## src/rtl/pattern_det_ctrl.sv

```systemverilog
// pattern_det_ctrl: sequenced, configurable serial pattern detector.
// Holds the pattern configuration and runs an IDLE -> ARM -> RUN -> DONE
// sequence. In RUN it shifts serial bits into a history register and counts
// overlapping matches until a programmed limit or an abort ends the run.
module pattern_det_ctrl #(
    parameter int PW = 8,
    parameter int CW = 8
) (
    input  logic          ck,
    input  logic          rs,
    input  logic          cfg_we,
    input  logic [PW-1:0] cfg_pat,
    input  logic [3:0]    cfg_len,
    input  logic [CW-1:0] cfg_limit,
    input  logic          start,
    input  logic          abort,
    input  logic          s,
    input  logic          s_valid,
    output logic          y,
    output logic          busy,
    output logic          done,
    output logic          err,
    output logic [CW-1:0] match_cnt,
    output logic [1:0]    state
);

    localparam int FW = $clog2(PW + 1);

    typedef enum logic [1:0] {
        IDLE = 2'b00,
        ARM  = 2'b01,
        RUN  = 2'b10,
        DONE = 2'b11
    } state_t;

    state_t        st;
    logic [PW-1:0] pat_r;
    logic [3:0]    len_r;
    logic [CW-1:0] limit_r;
    logic [PW-1:0] hist_r;
    logic [FW-1:0] fill_r;
    logic [CW-1:0] cnt_r;
    logic          y_r;
    logic          done_r;
    logic          err_r;

    logic [PW-1:0] hist_nxt;
    logic [PW-1:0] len_mask;
    logic [FW-1:0] fill_nxt;
    logic [CW-1:0] cnt_nxt;
    logic          len_ok;
    logic          hit;

    // Fill count stops at PW: once the history is full it stays full.
    function automatic logic [FW-1:0] fill_sat_inc(input logic [FW-1:0] f);
        if (int'(f) >= PW) return f;
        return f + FW'(1);
    endfunction

    // Match counter holds at all-ones instead of wrapping.
    function automatic logic [CW-1:0] cnt_sat_inc(input logic [CW-1:0] c);
        if (&c) return c;
        return c + CW'(1);
    endfunction

    // Mask selecting the low 'l' bits of the history/pattern.
    function automatic logic [PW-1:0] mask_of(input logic [3:0] l);
        logic [PW-1:0] m;
        for (int i = 0; i < PW; i++) m[i] = (i < int'(l));
        return m;
    endfunction

    // Post-shift view of the history used for the match decision on this edge.
    always_comb begin
        hist_nxt = {hist_r[PW-2:0], s};
        fill_nxt = fill_sat_inc(fill_r);
        len_mask = mask_of(len_r);
        cnt_nxt  = cnt_sat_inc(cnt_r);
        len_ok   = (len_r != 4'd0) && (int'(len_r) <= PW);
        hit      = (int'(fill_nxt) >= int'(len_r)) &&
                   ((hist_nxt & len_mask) == (pat_r & len_mask));
    end

    // Sequencer, configuration, history and registered output pulses.
    always_ff @(posedge ck) begin
        if (!rs) begin
            st      <= IDLE;
            pat_r   <= '0;
            len_r   <= '0;
            limit_r <= '0;
            hist_r  <= '0;
            fill_r  <= '0;
            cnt_r   <= '0;
            y_r     <= 1'b0;
            done_r  <= 1'b0;
            err_r   <= 1'b0;
        end else begin
            y_r    <= 1'b0;
            done_r <= 1'b0;
            err_r  <= 1'b0;
            case (st)
                IDLE: begin
                    // start is judged against the config held before this edge
                    if (start) begin
                        if (len_ok) st <= ARM;
                        else        err_r <= 1'b1;
                    end
                    if (cfg_we) begin
                        pat_r   <= cfg_pat;
                        len_r   <= cfg_len;
                        limit_r <= cfg_limit;
                    end
                end
                ARM: begin
                    if (abort) begin
                        st <= IDLE;
                    end else begin
                        hist_r <= '0;
                        fill_r <= '0;
                        cnt_r  <= '0;
                        st     <= RUN;
                    end
                end
                RUN: begin
                    if (abort) begin
                        st <= IDLE;
                    end else if (s_valid) begin
                        hist_r <= hist_nxt;
                        fill_r <= fill_nxt;
                        if (hit) begin
                            y_r   <= 1'b1;
                            cnt_r <= cnt_nxt;
                            if ((limit_r != '0) && (cnt_nxt == limit_r)) begin
                                done_r <= 1'b1;
                                st     <= DONE;
                            end
                        end
                    end
                end
                DONE: begin
                    st <= IDLE;
                end
                default: st <= IDLE;
            endcase
        end
    end

    assign y         = y_r;
    assign done      = done_r;
    assign err       = err_r;
    assign match_cnt = cnt_r;
    assign state     = st;
    assign busy      = (st == ARM) || (st == RUN);

endmodule

```

## config.mk

```make
export PLATFORM = sky130hd
export DESIGN_NAME = pattern_det_ctrl
export DESIGN_NICKNAME = d
export VERILOG_FILES = /design/src/rtl/pattern_det_ctrl.sv
export SDC_FILE = /design/constraint.sdc
export NUM_CORES = 1
export LEC_CHECK = 0
export CAP_MARGIN = 20
export CORE_ASPECT_RATIO = 1.4
export CORE_UTILIZATION = 35
export CTS_CLUSTER_DIAMETER = 150
export DETAILED_ROUTE_END_ITERATION = 10
export GPL_ROUTABILITY_DRIVEN = 1
export GPL_TIMING_DRIVEN = 0
export PLACE_DENSITY = 0.64
export SLEW_MARGIN = 10
export SYNTH_ARGS = -nofsm -noshare
export SYNTH_HDL_FRONTEND = slang
export SYNTH_SLANG_ARGS = --single-unit
```

## constraint.sdc

```tcl
create_clock -name ck -period 4 [get_ports ck]
set_clock_uncertainty 0.05 [all_clocks]
set_input_delay 0.8 -clock ck [delete_from_list [all_inputs] [get_ports ck]]
set_output_delay 0.8 -clock ck [all_outputs]
set_load 0.05 [all_outputs]
```

# Yosys cells after proc, flatten, opt, wreduce, memory -nomap -nowiden
# Index checks and enable logic that the tools add are counted.
# W data, S select, Z words.
# classes
add_sub_neg	2
reduce_logical	16
bitwise_logic	6
n_eq_ne	14
n_mux	29
n_lt_le_gt_ge	11
# op_table
operator	count
$mux W8	6
$mux W4	5
$and A8 B8 Y8	2
$eq A8 B8 Y1	2
$lt A3 B4 Y1 const A	4
$pmux W8 S2	1
$mux W2	7
$mux W7	2
$pmux W7 S2	1
$ne A2 B2 Y1 const B	6
$reduce_and A5 Y1	2
$ne A3 B3 Y1 const B	3
$add A8 B1 Y8 const B	1
$lt A1 B4 Y1 const A	2
$lt A2 B4 Y1 const A	2
$pmux W2 S4	1
$pmux W4 S2	1
$reduce_and A8 Y1	1
$reduce_bool A8 Y1	1
$mux W1	5
$reduce_or A5 Y1	1
$add A4 B1 Y4 const B	1
$eq A2 B2 Y1 const B	2
$ge A4 B4 Y1	1
other kinds (13)	18
# word_totals
wordCells	88
reg_bits	44
output_inout_bits	14
inputBits	27

# Longest topological paths before layout
# depth
depth_word	10
depth_mapped	10
ltp_nobuf	10

# Worst setup path after synthesis
# Ideal clock, no wire load.
# synth_timing
kind	register to register
start	register cnt_r[0] (netlist: match_cnt[0])
end	register st[0] (netlist: state[0])
setup_time_ns	0.061
arrival_ns	3.092
stages_incl_launch_ff	10
t_required_ns	3.889
path_buffers	1
period_less_slack_ns	3.204
setup_slack_ns	0.796
cell_sequence	dfxtp_1 > ha_1 > buf_2 > nand3_1 > or3_1 > mux2i_1 > a2111o_1 > or4b_4 > a22oi_2 > o221a_1
# synth_between
elab_chain_cells	7
elab_cells_between_ends	9
classes_between	add/sub (1); eq/ne (2); mux (3); reduce/logical (3)
# synth_lines
element	line	text
start, declared	42	logic [CW-1:0] cnt_r;
start signal, assigned	132	cnt_r <= cnt_nxt;
parallel branches: the longest is 2 deep, another holds $add A8 B1 Y8	-	
$mux W8 (*)	63	return c + CW'(1);
$eq A8 B8 Y1 (*)	133	if ((limit_r != '0) && (cnt_nxt == limit_r)) begin
$logic_and A1 B1 Y1 (*)	133	
$ne A3 B3 Y1 (no source line) (*)	-	
$reduce_and A5 Y1 (no source line) (*)	-	
end signal, assigned	135	st <= DONE;
end signal, assigned	141	st <= IDLE;
end signal, assigned	143	default: st <= IDLE;
end, declared	36	state_t st;
# Every way passes the cells marked *. The select of a mux whose other input is x is not followed.
# A chain may end at the register's enable or synchronous reset.

# Final worst setup path
# Same ends and word-level chain as after synthesis.

==> results.py <==
metrics = {
    "sta": {
        "setup_tns_ns": 0,
        "tightest_slew_ns": 0.633,
        "rsz0062_at_grt": "no",
        "setup_viol": 0,
        "slew_headroom": 0.578,
        "timing_hold_violations_final": 0,
        "holdWs_ns": 0.427,
        "fin_crit_ns": 3.25,
        "period_share": 0.812,
        "max_freq_mhz": 308,
        "slew_violations": 0,
        "setup_ws_ns": 0.753,
    },
    "detailed_routing": {
        "route.detailed.drc": 0,
        "drt_iter0_drc": 91,
        "finalWirelength_microns": 5960,
        "via_count": 2278,
        "drt_first_pass_iters": 6,
        "drt-wirelength-per-cell_microns": 13.1,
        "viasPerCell": 5.02,
        "ant_nets": 0,
    },
    "floorplan": {
        "dieArea_sq_um": 7530,
        "initial_core_util": 0.362,
        "placementRows": 36,
        "die_x_microns": 73.6,
        "io_pins": 41,
        "core_sq_um": 6940,
        "die_y_microns": 102,
    },
    "setup_path": {
        "worstReg2RegStart": "match_cnt[0]",
        "critPathRequiredTime_ns": 4.21,
        "critical_path_class": "reg -> reg",
        "critPathArrivalTime_ns": 3.45,
        "start_kind": "register",
        "path_max_fanout": 9,
        "worst-r2r-setup-slack_ns": 0.75,
        "worst_r2r_path_depth": 9,
        "r2r_end": "state[0]",
        "critPathCaptureType": "register",
    },
    "layout": {
        "multi_input_area_sq_um": 1500,
        "num-fill-cells": 725,
        "fin_nets": 395,
        "syn_to_final_growth_pct": 25.0,
        "drive_above_1_share": 0.0641,
        "seq_area_sq_um": 881,
        "n_antenna_cell": 0,
    },
    "synthesis": {
        "synth_cells": 312,
        "ys_seq_elements": 44,
        "syn_nets": 349,
        "synth-edff-count": 0,
        "seq_area_frac_synth": 0.351,
        "ys.flop_type": "dfxtp_1",
        "yosysUniqueCellTypes": 60,
        "yosysWarningCount": 0,
        "synthArstFlopShare": 0,
        "synth_area_sq_um": 2510,
        "syn_area_per_cell_sq_um": 8.05,
    },
    "global_routing": {
        "grt_pass1_vias": 2206,
        "antenna_found_initial": 0,
        "grt_pass1_wl_microns": 10200,
        "grt_max_degree": 17,
        "grt_remaining_overflow": 0,
        "track_usage": 0.174,
    },
    "clock_network": {
        "cts_max_level": 2,
        "cts_setup_buffers": 0,
        "cts_buffers": 5,
        "cts_resized": 0,
        "clock-sinks": 44,
        "cts_buffer_depth": 2,
        "ctsHoldBuffers": 0,
        "clk_latency_ns": 0.31,
        "clkTransAtPathRegs_ns": 0.10,
        "clock_tree.root_cell": "clkbuf_8",
        "tritoncts": "yes",
    },
    "placed_design": {
        "gp_congestion": 0.865,
        "place_ws_ns": 0.793,
        "io_buffer_count": 39,
        "dp.final_hpwl_microns": 4540,
    },
    "pwr": {
        "peakVddDrop_mv": 0.245,
        "intPower_mw": 0.822,
        "p_per_area_nw_per_um2": 402,
        "power_frac_comb": 0.295,
        "p_leak_nw": 1.10,
        "share_seq_of_total_power": 0.408,
        "power.switching_mw": 0.439,
        "swShare": 0.348,
        "pwr-share-clk": 0.297,
    },
    "hold_path": {
        "worstHoldStart": "pat_r[4]",
        "hp-class": "reg -> reg",
        "holdPathEnd": "pat_r[4]",
        "hold_depth": 2,
    },
    "status": {
        "outcome": "finished clean",
    },
    "job": {
        "maxCapViolations": 0,
    },
}
-- routing by layer --
| layer | vias to the layer above | global-route usage | routed length (microns) |
|---|---|---|---|
| met3 | 13 | 0.0266 | 222 |
| met2 | 57 | 0.302 | 2940 |
| li1 | 1187 | - | - |
| met5 | - | 0 | 0 |
| met4 | 0 | 0.0828 | 168 |
| met1 | 1021 | 0.207 | 2630 |
-- flip-flops by register name, summed over array words and instances, names as in the netlist --
register / cells
done: 1
err: 1
fill_r: 4
hist_r: 7
len_r: 4
limit_r: 8
match_cnt: 8
pat_r: 8
state: 2
y: 1
-- layout by cell type (no fill, tap or decap), types with 4 or more instances in the layout --
cell type,count
o21ai_0,13
buf_2,5
dfxtp_1,44
a21oi_1,30
nor3b_1,4
inv_1,13
mux2i_1,9
xor2_1,4
clkbuf_1,11
clkdlybuf4s50_1,39
xnor2_1,14
nor4_1,4
ha_1,10
clkbuf_8,5
nand2_1,57
nor2_1,26
-- worst max-delay path by stage --
stage | from | to | slack (ns) | cells after the start
2_1_floorplan | match_cnt[0] | state[0] | 0.80 | 9
3_3_place_gp | match_cnt[0] | state[0] | 0.79 | 9
3_5_place_dp | match_cnt[0] | state[0] | 0.79 | 9
4_1_cts | match_cnt[0] | state[0] | 0.76 | 9
5_1_grt | match_cnt[0] | state[0] | 0.56 | 9
6_report | match_cnt[0] | state[0] | 0.75 | 9
-- Yosys cell counts, types with 5 or more instances --
cell type | count | area share
ha_1 | 10 | 0.050
inv_1 | 13 | 0.019
o21ai_0 | 13 | 0.026
clkbuf_1 | 11 | 0.016
xnor2_1 | 14 | 0.049
buf_2 | 5 | 0.010
nand2_1 | 57 | 0.085
dfxtp_1 | 44 | 0.35
a21oi_1 | 30 | 0.060
mux2i_1 | 9 | 0.036
nor2_1 | 26 | 0.039
-- kinds of logic (layout without fill, tap and decap cells) --
group	count (synthesis)	in the layout	synth area share
AND/OR/NAND/NOR	120	120	0.242
flip-flops	44	44	0.351
adder cells (fa/ha/maj)	10	10	0.0498
XOR/XNOR	18	18	0.0627
multiplexers	10	10	0.0403
AO/OA/AOI/OAI	78	78	0.202
buffers and inverters	32	79	0.0533
-- layout make-up --
type                       instances  area share
buffer                            18      0.0259
timing repair buffer              39       0.124
clock inverter                     3      0.0159
tap                               95      0.0378
clock buffer                       5      0.0219
multi-input combinational        236       0.477
inverter                          14      0.0167
sequential                        44       0.280
-- critical path, cell delays in order (launching register included) --
cell      delay [ns]
dfxtp_1         0.61
ha_1            0.22
buf_2           0.22
nand3_1         0.24
or3_1           0.42
mux2i_1         0.14
a2111o_1        0.40
or4b_4          0.56
a22oi_2         0.15
o221a_1         0.19
-- stage by stage --
stage / instances / area [sq um] / utilization / power (mW)
3_5_place_dp: 446 / 3020 / 0.436 / 0.894
4_1_cts: 454 / 3140 / 0.453 / 1.27
3_3_place_gp: 446 / 3020 / 0.436 / 0.888
2_1_floorplan: 312 / 2510 / - / 0.785
6_report: 454 / 3140 / 0.453 / 1.26
5_1_grt: 454 / 3140 / 0.453 / 1.33
-- power groups by stage --
stage	registers (mW)	clock network (mW)	logic, mW
2_1_floorplan	0.537	0	0.248
3_3_place_gp	0.523	0	0.365
3_5_place_dp	0.524	0	0.370
4_1_cts	0.514	0.384	0.373
5_1_grt	0.521	0.395	0.415
6_report	0.514	0.374	0.372
No activity file was read; power rests on OpenSTA's default activity.
